$ cat config.mk
export PLATFORM = sky130hd
export DESIGN_NAME = periph_bus_sequencer
export DESIGN_NICKNAME = d
export VERILOG_FILES = /design/src/rtl/periph_bus_pkg.sv /design/src/rtl/periph_onehot_dec.sv /design/src/rtl/periph_bus_sequencer.sv
export SDC_FILE = /design/constraint.sdc
export NUM_CORES = 1
export LEC_CHECK = 0
export CAP_MARGIN = 15
export CELL_PAD_IN_SITES_DETAIL_PLACEMENT = 1
export CELL_PAD_IN_SITES_GLOBAL_PLACEMENT = 1
export CORE_MARGIN = 2
export CORE_UTILIZATION = 31
export DETAILED_ROUTE_END_ITERATION = 10
export PLACE_DENSITY = 0.82
export SETUP_SLACK_MARGIN = 0.4
export SYNTH_ARGS = -nofsm -noshare
export SYNTH_HDL_FRONTEND = slang
export SYNTH_SLANG_ARGS = --single-unit
$ cat constraint.sdc
create_clock -name clock -period 5.3 [get_ports clock]
set_clock_uncertainty 0.15 [all_clocks]
set_input_delay 1.06 -clock clock [delete_from_list [all_inputs] [get_ports clock]]
set_output_delay 1.06 -clock clock [all_outputs]
set_load 0.01 [all_outputs]
$ cat src/rtl/periph_bus_pkg.sv
// Shared types and constants for the peripheral bus sequencer.
package periph_bus_pkg;

    typedef enum logic [2:0] {
        IDLE,
        SETUP,
        STROBE,
        RESP,
        TURN
    } state_t;

    localparam logic [1:0] REG_OUT = 2'd0;
    localparam logic [1:0] REG_DIR = 2'd1;
    localparam logic [1:0] REG_IN  = 2'd2;

    // Register-level legality: OUT/DIR are write-only, IN is read-only, 3 is reserved.
    function automatic logic access_illegal(input logic write, input logic [1:0] sel);
        if (write) return !(sel == REG_OUT || sel == REG_DIR);
        return sel != REG_IN;
    endfunction

endpackage

$ cat src/rtl/periph_onehot_dec.sv
// Binary port index plus enable to one-hot port strobe vector.
module periph_onehot_dec #(
    parameter int NPORT = 4,
    parameter int PW    = 2
) (
    input  logic [PW-1:0]    idx,
    input  logic             en,
    output logic [NPORT-1:0] onehot
);

    // NOTE: combinational outputs get a full default first so no latch can be inferred.
    always_comb begin
        onehot = '0;
        for (int i = 0; i < NPORT; i++) begin
            onehot[i] = en && (int'(idx) == i);
        end
    end

endmodule

$ cat src/rtl/periph_bus_sequencer.sv
// Sequences CPU register accesses onto shared-bus peripheral ports.
// Optional PERIPH_BUS_TURNAROUND_EN inserts an idle TURN cycle after each read.
module periph_bus_sequencer
    import periph_bus_pkg::*;
#(
    parameter int N     = 64,
    parameter int NPORT = 4,
    parameter int PW    = 2
) (
    input  logic             clock,
    input  logic             reset,
    input  logic             req_valid,
    output logic             req_ready,
    input  logic             req_write,
    input  logic [PW-1:0]    req_port,
    input  logic [1:0]       req_reg,
    input  logic [N-1:0]     req_wdata,
    output logic             rsp_valid,
    input  logic             rsp_ready,
    output logic [N-1:0]     rsp_rdata,
    output logic             rsp_err,
    output logic             bus_drive,
    output logic [N-1:0]     bus_wdata,
    input  logic [N-1:0]     bus_rdata,
    output logic [NPORT-1:0] read_in,
    output logic [NPORT-1:0] load_out,
    output logic [NPORT-1:0] load_dir
);

    state_t          state, state_next;
    logic            lat_write;
    logic [PW-1:0]   lat_port;
    logic [1:0]      lat_reg;
    logic [N-1:0]    lat_wdata;
    logic            lat_err;
    logic            accept;
    logic            req_err;

    assign accept  = req_valid && req_ready;
    assign req_err = access_illegal(req_write, req_reg) || (int'(req_port) >= NPORT);

    // NOTE: sequential state uses non-blocking assignments so all registers update together.
    always_ff @(posedge clock or posedge reset) begin
        if (reset) state <= IDLE;
        else       state <= state_next;
    end

    always_comb begin
        state_next = state;
        case (state)
            IDLE:   if (accept) state_next = req_err ? RESP : SETUP;
            SETUP:  state_next = STROBE;
            STROBE: state_next = RESP;
            RESP: begin
                if (rsp_ready) begin
`ifdef PERIPH_BUS_TURNAROUND_EN
                    state_next = lat_write ? IDLE : TURN;
`else
                    state_next = IDLE;
`endif
                end
            end
            TURN:    state_next = IDLE;
            default: state_next = IDLE;
        endcase
    end

    // rsp_rdata only changes on the transition into RESP, so it holds between responses.
    always_ff @(posedge clock or posedge reset) begin
        if (reset) begin
            lat_write <= 1'b0;
            lat_port  <= '0;
            lat_reg   <= '0;
            lat_wdata <= '0;
            lat_err   <= 1'b0;
            rsp_rdata <= '0;
        end else begin
            if (accept) begin
                lat_write <= req_write;
                lat_port  <= req_port;
                lat_reg   <= req_reg;
                lat_wdata <= req_wdata;
                lat_err   <= req_err;
                if (req_err) rsp_rdata <= '0;
            end
            if (state == STROBE) rsp_rdata <= lat_write ? '0 : bus_rdata;
        end
    end

    assign req_ready = (state == IDLE);
    assign rsp_valid = (state == RESP);
    assign rsp_err   = (state == RESP) && lat_err;
    assign bus_drive = lat_write && (state == SETUP || state == STROBE);
    assign bus_wdata = bus_drive ? lat_wdata : '0;

    // Reads never enable the controller drive, so read_in and bus_drive are exclusive.
    periph_onehot_dec #(.NPORT(NPORT), .PW(PW)) u_dec_read_in (
        .idx    (lat_port),
        .en     (!lat_write && (state == SETUP || state == STROBE)),
        .onehot (read_in)
    );

    periph_onehot_dec #(.NPORT(NPORT), .PW(PW)) u_dec_load_out (
        .idx    (lat_port),
        .en     (lat_write && state == STROBE && lat_reg == REG_OUT),
        .onehot (load_out)
    );

    periph_onehot_dec #(.NPORT(NPORT), .PW(PW)) u_dec_load_dir (
        .idx    (lat_port),
        .en     (lat_write && state == STROBE && lat_reg == REG_DIR),
        .onehot (load_dir)
    );

endmodule

# Word level (Yosys, flattened, before mapping)
# Cells that the tools add are included.
# totals
regBits	137
output_inout_bits	144
word_cells	61
# classes
eq_ne	11
muxes	12
reduce_logical	31
# op_table
operator	n
$mux W64	5
$logic_and A1 B1 Y1	19
$pmux W3 S4	1
$eq A2 B1 Y1 const B	3
$eq A3 B2 Y1 const B	2
$logic_not A2 Y1	3
$mux W3	2
$eq A2 B2 Y1 const B	2
$ne A2 B1 Y1 const B	2
$reduce_and A2 Y1	2
$reduce_bool A2 Y1	2
$eq A3 B1 Y1 const B	1
$logic_not A3 Y1	1
$mux W1	3
$logic_not A1 Y1	2
$logic_or A1 B1 Y1	2
$mux W2	1
$ne A2 B2 Y1 const B	1

# Longest topological paths before layout
# logic_depth
ltp_word	8
ltp_mapped	8
depth_no_buf	5

# Cells and area by module
# A second synthesis with hierarchy kept.
# hier_totals
hier_cells	408
hier_area_um2	5642.9
# modules_own_cells
mod	n_inst	cells_per_inst	area_each_um2	seq_area_each_um2
periph_bus_sequencer	1	396	5530.3	3403.3
periph_onehot_dec	3	4	37.5	0.0

# Worst setup path after synthesis
# OpenSTA, ideal clock, no wires.
# synth_path
path_type	register -> output
start	register state[1]
end	output bus_wdata[47]
arrival_time_ns	1.380
t_required_ns	4.090
path_slack_ns	2.710
stages_incl_launch_ff	6
n_path_buf	2
path_cell_list	dfrtp_1 inv_1 ha_1 clkbuf_1 clkbuf_1 and3_1
# synth_between
elab_chain_len	4
# synth_rtl
item	line_no	source
start: declaration	periph_bus_sequencer.sv:30	state_t state, state_next;
start signal: assignment	periph_bus_sequencer.sv:45	else state <= state_next;
$eq A3 B1 Y1 or $eq A3 B2 Y1 (tied branches)	periph_bus_sequencer.sv:93	assign bus_drive = lat_write && (state == SETUP || state == STROBE);
$logic_or A1 B1 Y1 (*)	periph_bus_sequencer.sv:93	
$logic_and A1 B1 Y1 (*)	periph_bus_sequencer.sv:93	
$mux W64 (*)	periph_bus_sequencer.sv:94	assign bus_wdata = bus_drive ? lat_wdata : '0;
end: declaration	periph_bus_sequencer.sv:23	output logic [N-1:0] bus_wdata,
# Every way passes the cells marked *; elsewhere a longest branch is shown, timed or not.

# Worst setup path after layout
# layout_path
start	register state[1]
end	output bus_wdata[6]
# Same word-level chain as after synthesis.

==> flow_summary.toml <==
[outcome]
status = "finished clean"

[floorplan]
die_width_um = 138
die_y_um = 138
die-area_um2 = 19200
num_io_pins = 281
core_um2 = 17800
std_cell_rows = 49
initial_core_util_pct = 31.4

[critical_path]
arrival_ps = 2680
r2r_start = "state[0]"
r2r_setup_slack_ps = 2540
worstPathMaxFanout = 56
critPathRequiredTime_ps = 4090
cp-start-kind = "register"
worstSetupPathType = "reg -> out"
cp-end-kind = "primary output"
timing.rr.end = "lat_wdata[20]"
worst-r2r-cell-count = 5

[route]
drtPass1Iterations = 4
ant_nets = 0
drc = 0
dr.first_iter.drc_count = 122
drt-wirelength-per-cell_um = 19.5
routed_via_density = 4.96
num_vias = 4582
drt-total-wl_mm = 18.0

[clock_tree]
cts_sinks = 136
post-cts-setup-buffers = 0
ctsResizeCount = 0
cts_buffer_depth = 2
cts_buffers = 17
cts-htree-levels = 4
cts_tree = "done"
hold_buffers = 0
clock-root-buffer = "clkbuf_16"
path_clk_slew_ps = 60
clock_latency_ps = 410

[worst_hold_path]
hold_end = "lat_err"
worst_hold_path_type = "reg -> reg"
hold_start = "lat_err"
holdPathStages = 2

[pwr]
total_power_w = 0.00545
leakagePower_nw = 4.02
powerDensity_nw_per_um2 = 596
irDropWorstVdd_mv = 0.258

[synth]
synthesis.nets = 551
synth_ff_type = "dfrtp_1"
seq_area_frac_synth_pct = 60.8
synth.ff_latch_count = 136
yosys.cell_types.count = 25
synth_area_leaders = "dfrtp_1, mux2_2, a22o_1"
yosys_warnings = 0
yosysMostFrequentCell = "dfrtp_1"
yosysTopAreaCellShare_pct = 60.8
synth_cells = 411
syn_area_um2 = 5600
netlist_top_cells_count = "dfrtp_1, mux2_2, a22o_1, and3_1, clkbuf_1"
synth-async-reset-ratio_pct = 100
synth_enable_flop_cells = 0
yosysTopAreaCell = "dfrtp_1"
avgSynthCellArea_um2 = 13.6

[placement]
portBuffers = 280
dp_hpwl_mm = 12.6
globalplace.congestion = 0.762
placed_cell_area_um2 = 8550
pre_cts_ws_ps = 1710

[timing]
setup_viol = 0
setup_slack_ps = 1410
period_minus_slack_ps = 3890
slew_violations = 0
rsz0062_at_grt = "no"
finalCritPeriodShare_pct = 73.4
fmax_mhz = 257
setup_tns_ps = 0
tightest_slew_ps = 979
hold_violations = 0
max_slew_margin_pct = 34.8

[cells_and_area]
drive_above_1_share_pct = 16.0
area.sequential_um2 = 3400
finalNetCount = 821
num_antenna_cells = 0
fin_area_um2 = 9160
top_regs = "lat_wdata x64, rsp_rdata x64"
fillers = 1806
area_growth_pct = 63.6
finish.utilization_pct = 51.3
multi_input_area_um2 = 2000

[global_route]
first_global_vias = 5036
grt_pass1_wl_mm = 28.7
grt_antenna_before_repair = 0
grt_max_degree = 109
grt_use_total_pct = 18.8
grt_overflow_total = 0

[run]
cap_violations = 0
## metal layers
| metal | up-vias | part of all wire (%) | track usage, % |
|---|---|---|---|
| li1 | 2051 | - | - |
| met1 | 2315 | 42 | 23.4 |
| met2 | 191 | 49 | 31.1 |
| met3 | 25 | 7.1 | 5.61 |
| met4 | 0 | 2.0 | 6.61 |
| met5 | - | 0 | 0 |
## report_power, final
part           total [W]  internal [W]  switching (W)
Sequential       0.00172       0.00148       0.000237
Clock            0.00122      0.000744       0.000472
Combinational    0.00252       0.00139        0.00113
## cell type report
cell class,instances,share of cell area [%]
clock buffer,18,4.69
sequential,136,37.2
clock inverter,14,1.90
inverter,3,0.178
multi-input combinational,237,21.8
timing repair buffer,286,31.1
tap,229,3.13
## per-stage QoR
step,hold WS (ps),cells
3_3_place_gp,310,891
5_1_grt,359,923
3_5_place_dp,321,891
2_1_floorplan,289,411
6_report,344,923
4_1_cts,342,923
## cells by family (layout without fill, tap and decap cells)
family          after synthesis  after routing  share of synthesized area (%)
flops                       136            136                           60.8
simple gates                 96             96                           10.1
compound gates               69             69                           10.9
mux                          69             69                           13.9
buf+inv                      38            321                           3.64
fa+ha+maj                     3              3                          0.670
## worst max-delay path, cell delays in order, from the launching register on
cell and delay [ps]:
dfrtp_1 390, inv_1 70, ha_1 480, buf_4 480
and3_1 260, clkdlybuf4s50_1 550
## worst max-delay path by stage
stage                    from  slack [ps]            end
floorplan               reset         450        lat_err
global placement    req_valid        1870  lat_wdata[10]
detailed placement  req_valid        1710   lat_wdata[7]
CTS                  state[1]        1360   bus_wdata[6]
global route         state[1]        1260  bus_wdata[46]
finish               state[1]        1410   bus_wdata[6]
## cells in the final DEF (no fill, tap or decap), types with 4 or more instances in the layout
cell type	n
clkdlybuf4s50_1	280
dfrtp_1	136
mux2_2	69
a22o_1	64
and3_1	64
clkbuf_16	17
nor2_1	9
buf_4	6
nand2b_1	5
nand2_1	5
inv_6	4
clkinvlp_4	4
Note: power is estimated with default switching activity, not from simulation.
